File: src/rtl/fc_pkg.sv
// Shared types and sizing for the FC classification front end.
// Frame geometry, controller state encoding and the timeout class code.
package fc_pkg;

   localparam int N_SCORES = 10;
   localparam int DATA_W   = 16;
   localparam int IDX_W    = 4;

   localparam logic [IDX_W-1:0] CLASS_TIMEOUT = '1;

   typedef enum logic [1:0] {
      ST_FILL  = 2'd0,
      ST_CLEAR = 2'd1,
      ST_RUN   = 2'd2,
      ST_HOLD  = 2'd3
   } fc_state_e;

   typedef logic [DATA_W-1:0] score_t;

endpackage

File: src/rtl/fc_score_buffer.sv
// N-entry score register file, written one entry per cycle at wr_idx_i.
// Write lands on the clock edge; scores_o is the flattened register contents.
module fc_score_buffer
   import fc_pkg::*;
(
   input  logic                         clk_i,
   input  logic                         rst_ni,
   input  logic                         wr_en_i,
   input  logic [IDX_W-1:0]             wr_idx_i,
   input  logic [DATA_W-1:0]            wr_data_i,
   output logic [N_SCORES*DATA_W-1:0]   scores_o
);

   score_t mem_q [N_SCORES];

   // Compare-per-entry decode keeps out-of-range indices harmless.
   always_ff @(posedge clk_i or negedge rst_ni) begin
      if (!rst_ni) begin
         for (int k = 0; k < N_SCORES; k++) begin
            mem_q[k] <= '0;
         end
      end else if (wr_en_i) begin
         for (int k = 0; k < N_SCORES; k++) begin
            if (wr_idx_i == IDX_W'(k)) begin
               mem_q[k] <= wr_data_i;
            end
         end
      end
   end

   for (genvar g = 0; g < N_SCORES; g++) begin : g_flat
      assign scores_o[g*DATA_W +: DATA_W] = mem_q[g];
   end

endmodule

File: src/rtl/fc_score_collector.sv
// Collects a 10-score frame, sequences the argmax comparator, returns the class.
// Clear at T+1 after last beat, result one cycle after done; out_ready low stalls in HOLD.
module fc_score_collector
   import fc_pkg::*;
#(
   parameter int TIMEOUT = 32
)
(
   input  logic                         clk,
   input  logic                         reset,
   input  logic                         in_valid,
   input  logic [DATA_W-1:0]            in_data,
   input  logic                         in_last,
   output logic                         in_ready,
   output logic [N_SCORES*DATA_W-1:0]   scores,
   output logic                         cmp_clear,
   output logic                         cmp_enable,
   input  logic                         cmp_done,
   input  logic [IDX_W-1:0]             cmp_result,
   output logic                         out_valid,
   output logic [IDX_W-1:0]             out_class,
   input  logic                         out_ready,
   output logic                         err_len,
   output logic                         err_timeout
);

   localparam int              WD_W    = $clog2(TIMEOUT);
   localparam logic [WD_W-1:0] WD_LAST = WD_W'(TIMEOUT - 1);

   fc_state_e        state_q;
   logic [IDX_W-1:0] wr_idx_q;
   logic [WD_W-1:0]  wdog_q;
   logic             cmp_clear_q;
   logic             cmp_enable_q;
   logic             out_valid_q;
   logic [IDX_W-1:0] out_class_q;
   logic             err_len_q;
   logic             err_timeout_q;

   logic             beat_acc;
   logic             beat_full;

   assign in_ready  = (state_q == ST_FILL);
   assign beat_acc  = in_valid && in_ready;
   assign beat_full = (wr_idx_q == IDX_W'(N_SCORES - 1));

   fc_score_buffer u_buf (
      .clk_i     (clk),
      .rst_ni    (reset),
      .wr_en_i   (beat_acc),
      .wr_idx_i  (wr_idx_q),
      .wr_data_i (in_data),
      .scores_o  (scores)
   );

   always_ff @(posedge clk or negedge reset) begin
      if (!reset) begin
         state_q       <= ST_FILL;
         wr_idx_q      <= '0;
         wdog_q        <= '0;
         cmp_clear_q   <= 1'b0;
         cmp_enable_q  <= 1'b0;
         out_valid_q   <= 1'b0;
         out_class_q   <= '0;
         err_len_q     <= 1'b0;
         err_timeout_q <= 1'b0;
      end else begin
         case (state_q)
            ST_FILL: begin
               if (beat_acc) begin
                  if (beat_full) begin
                     // A full frame is processed even if in_last was missing.
                     wr_idx_q    <= '0;
                     cmp_clear_q <= 1'b1;
                     state_q     <= ST_CLEAR;
                     if (!in_last) begin
                        err_len_q <= 1'b1;
                     end
                  end else if (in_last) begin
                     wr_idx_q  <= '0;
                     err_len_q <= 1'b1;
                  end else begin
                     wr_idx_q <= wr_idx_q + 1'b1;
                  end
               end
            end
            ST_CLEAR: begin
               cmp_clear_q  <= 1'b0;
               cmp_enable_q <= 1'b1;
               wdog_q       <= '0;
               state_q      <= ST_RUN;
            end
            ST_RUN: begin
               if (cmp_done) begin
                  out_class_q  <= cmp_result;
                  cmp_enable_q <= 1'b0;
                  out_valid_q  <= 1'b1;
                  wdog_q       <= '0;
                  state_q      <= ST_HOLD;
               end else if (wdog_q == WD_LAST) begin
                  out_class_q   <= CLASS_TIMEOUT;
                  err_timeout_q <= 1'b1;
                  cmp_enable_q  <= 1'b0;
                  out_valid_q   <= 1'b1;
                  wdog_q        <= '0;
                  state_q       <= ST_HOLD;
               end else begin
                  wdog_q <= wdog_q + 1'b1;
               end
            end
            ST_HOLD: begin
               if (out_ready) begin
                  out_valid_q <= 1'b0;
                  state_q     <= ST_FILL;
               end
            end
            default: begin
               state_q <= ST_FILL;
            end
         endcase
      end
   end

   assign cmp_clear   = cmp_clear_q;
   assign cmp_enable  = cmp_enable_q;
   assign out_valid   = out_valid_q;
   assign out_class   = out_class_q;
   assign err_len     = err_len_q;
   assign err_timeout = err_timeout_q;

   a_clr_en_excl : assert property (@(posedge clk) disable iff (!reset)
      !(cmp_clear && cmp_enable));

   a_hold_stable : assert property (@(posedge clk) disable iff (!reset)
      (out_valid && !out_ready) |=> (out_valid && $stable(out_class)));

   a_scores_frozen : assert property (@(posedge clk) disable iff (!reset)
      (state_q != ST_FILL) |=> $stable(scores));

endmodule

File: config.mk
export PLATFORM = sky130hd
export DESIGN_NAME = fc_score_collector
export DESIGN_NICKNAME = d
export VERILOG_FILES = /design/src/rtl/fc_pkg.sv /design/src/rtl/fc_score_buffer.sv /design/src/rtl/fc_score_collector.sv
export SDC_FILE = /design/constraint.sdc
export NUM_CORES = 1
export LEC_CHECK = 0
export ABC_AREA = 1
export BUFFER_PORTS_ARGS = -buffer_cell sky130_fd_sc_hd__buf_2
export CORE_UTILIZATION = 55
export CTS_CLUSTER_SIZE = 8
export DETAILED_ROUTE_END_ITERATION = 10
export PLACE_DENSITY = 0.84
export SYNTH_ARGS = -nofsm -noshare
export SYNTH_HDL_FRONTEND = slang
export SYNTH_SLANG_ARGS = --single-unit
File: constraint.sdc
create_clock -name clk -period 2.53 [get_ports clk]
set_clock_uncertainty 0.15 [all_clocks]
set_input_delay 0.506 -clock clk [delete_from_list [all_inputs] [get_ports clk]]
set_output_delay 0.506 -clock clk [all_outputs]
set_load 0.05 [all_outputs]
==> summary.md <==
| Metric | Value |
|---|---|
| Final Hold Fails | 0 |
| Antenna violations before repair | 0 |
| Total Routing Usage GR | 0.296 |
| Std cell rows | 40 |
| Final period utilization | 0.847 |
| CP Class | register to register |
| Post-synth net total | 710 |
| Max-cap viol count | 0 |
| Post-synthesis cell type count | 26 |
| DRT Wirelength | approximately 18000 um |
| Worst hold start | cmp_result[2] |
| Most frequent cells in the layout | 194 x buf_2, 193 x nand2_1, 180 x dfrtp_1, 80 x o21ai_0, 72 x o21ai_1 |
| Gp weighted congestion | approximately 0.8 |
| Violation count after the first detailed-route iteration | approximately 600 |
| Max-slew headroom | 0.561 |
| Avg Cell Area, Syn | 10.2 um^2 |
| RSZ-0062 raised after global routing | false |
| F_max | 467 MHz |
| Routed Antenna Nets | 0 |
| Synth warn | 0 |
| Share of cells above drive strength 1 | 0.299 |
| Max FO, Critical Path | 20 |
| Largest net degree at the start of global routing | 53 |
| Vias after detailed routing | around 5500 |
| Hold path depth | 3 |
| Clock Latency Late Sink | approximately 0.42 ns |
| Req. time, crit path | approximately 2.7 ns |
| I/O pin total | slightly below 200 |
| Cells on worst reg2reg path | 8 |
| Die width | around 110 um |
| Vias in the first global route | 5187 |
| Area Overhead vs Synth | 25.5% |
| H-tree depth | 4 |
| R2r setup slk | 0.39 ns |
| Final WS setup | between 0.3 and 0.4 ns |
| Layout Nets | around 910 |
| Hold EP | out_class[2]$_DFFE_PN0P_ |
| Crit path arrival time | roughly 2.3 ns |
| Clk root buf | clkbuf_16 |
| Hold Crit Class | input port to register |
| Seq/Total Area, Yosys | 0.656 |
| CTS max path bufs | 2 |
| Residual DRC count | 0 |
| Final setup violation count | 0 |
| Total negative slack | 0 ns |
| Synthesized cell area | between 6000 and 7000 um^2 |
| Pre-CTS WS | roughly 0.46 ns |
| Synth Register Bits | 180 |
| CTS sink count | 180 |
| CORE AREA | approximately 12000 um^2 |
| First-pass DRT Iterations | 5 |
| Worst reg2reg path endpoint | u_buf.scores_o[55]$_DFFE_PN0P_ |
| Drt wl/cell | ~17 um |
| Commonest non-fill, non-tap cell in the layout | buf_2 |
| Post-Syn Instances | about 670 |
| Fillers | a little under 900 |
| Max-slew violations | 0 |
| Slew of the pin with the lowest slew margin | 0.658 ns |
| Die area | roughly 13000 um^2 |
| Crit end category | register |
| CTS tree | yes |
| Status | completed |
| # diodes | 0 |
| Final min period | between 2 and 2.5 ns |
| Vias/cell | around 5.3 |
| CTS Buf Count | 17 |
| Final core occ | 0.714 |
| Hpwl dp | between 10000 and 15000 um |
| Startpoint Class | register |
| Worst r2r src | state_q[0]$_DFFE_PN0P_ |
| First-pass GRT wire length | around 28000 um |
| Total global routing overflow | 0 |
| Post-CTS setup buffer count | 0 |
| Clk pin slew, worst setup/hold paths | ~0.070 ns |
| PortBufs | about 200 |
| Die span in y | approximately 110 um |
| Initial Util | 0.569 |
## how the worst max path moves through the flow
| stage | cells after the start | from | endpoint |
|---|---|---|---|
| floorplan | 8 | state_q[0]$_DFFE_PN0P_ | u_buf.scores_o[56]$_DFFE_PN0P_ |
| global placement | 8 | state_q[0]$_DFFE_PN0P_ | u_buf.scores_o[58]$_DFFE_PN0P_ |
| detailed placement | 8 | state_q[0]$_DFFE_PN0P_ | u_buf.scores_o[55]$_DFFE_PN0P_ |
| CTS | 3 | state_q[0]$_DFFE_PN0P_ | in_ready |
| global route | 8 | state_q[0]$_DFFE_PN0P_ | u_buf.scores_o[58]$_DFFE_PN0P_ |
| finish | 8 | state_q[0]$_DFFE_PN0P_ | u_buf.scores_o[55]$_DFFE_PN0P_ |
## critical path, cell delays in order, from the launching register on
cell and delay (ns):
dfrtp_1 0.42, inv_1 0.12, ha_1 0.22, nand2_2 0.12, nor2_1 0.21, nand2_1 0.30
buf_4 0.31, nand2_1 0.07, o21ai_0 0.08
## per-layer routing
layer	vias up	routed length, um	GRT usage
li1	2585	-	-
met4	0	534	0.143
met3	46	1110	0.0616
met1	2661	7550	0.387
met2	227	8870	0.477
met5	-	0	0
## stage by stage
stage	hold slack, ns	instance area (um^2)	std cells
final	0.192	8610	1051
after global routing	0.197	8610	1051
after CTS	0.173	8610	1051
after detailed placement	0.305	7980	1018
after global placement	0.304	7980	1018
after floorplan	0.0604	6860	673
## synth_stat cells
master	n	share of area
and2_1	1	0.00091
nand3_1	7	0.0051
o21ai_1	72	0.053
nand4_1	3	0.0027
dfrtp_1	180	0.66
ha_1	11	0.020
o21ai_2	15	0.019
buf_2	18	0.013
inv_1	43	0.024
inv_2	1	0.00055
o21ai_0	80	0.058
xor2_1	2	0.0026
nand2_1	193	0.11
nor2_1	16	0.0088
nand2_2	3	0.0027
o21bai_1	2	0.0022
or2_2	1	0.00091
nor2_2	3	0.0027
nor3_1	1	0.00073
buf_4	6	0.0066
clkbuf_2	2	0.0015
clkbuf_1	2	0.0011
a31o_2	1	0.0013
a21oi_1	6	0.0044
nor2_4	1	0.0016
buf_6	3	0.0049
## state kept, by name, indices dropped and copies added, names as in the netlist
register        cells
cmp_clear           1
cmp_enable          1
err_len             1
err_timeout         1
out_class           4
out_valid           1
state_q             2
u_buf.scores_o    160
wdog_q              5
wr_idx_q            4
## final cells by class
class	instances	area [um^2]	area share
timing repair buffer	209	1100	0.128
clock buffer	19	443	0.0514
clock inverter	13	181	0.0211
inverter	44	165	0.0192
tap	168	210	0.0244
sequential	180	4500	0.523
multi-input combinational	418	2010	0.233
## cell families after synthesis
family | Yosys count | synth area share
compound gates | 176 | 0.138
xor+xnor | 2 | 0.00255
fa+ha+maj | 11 | 0.0201
buf+inv | 75 | 0.0512
flops | 180 | 0.656
simple gates | 229 | 0.132
## what timing repair did
item                      CTS  global route
hold buffers                1             0
hold endpoints to repair   47             0
resized for setup           0             0
Power is left out: the tool's default activity adds up to more than one toggle a clock period on the data nets, which glitch-free logic cannot reach.
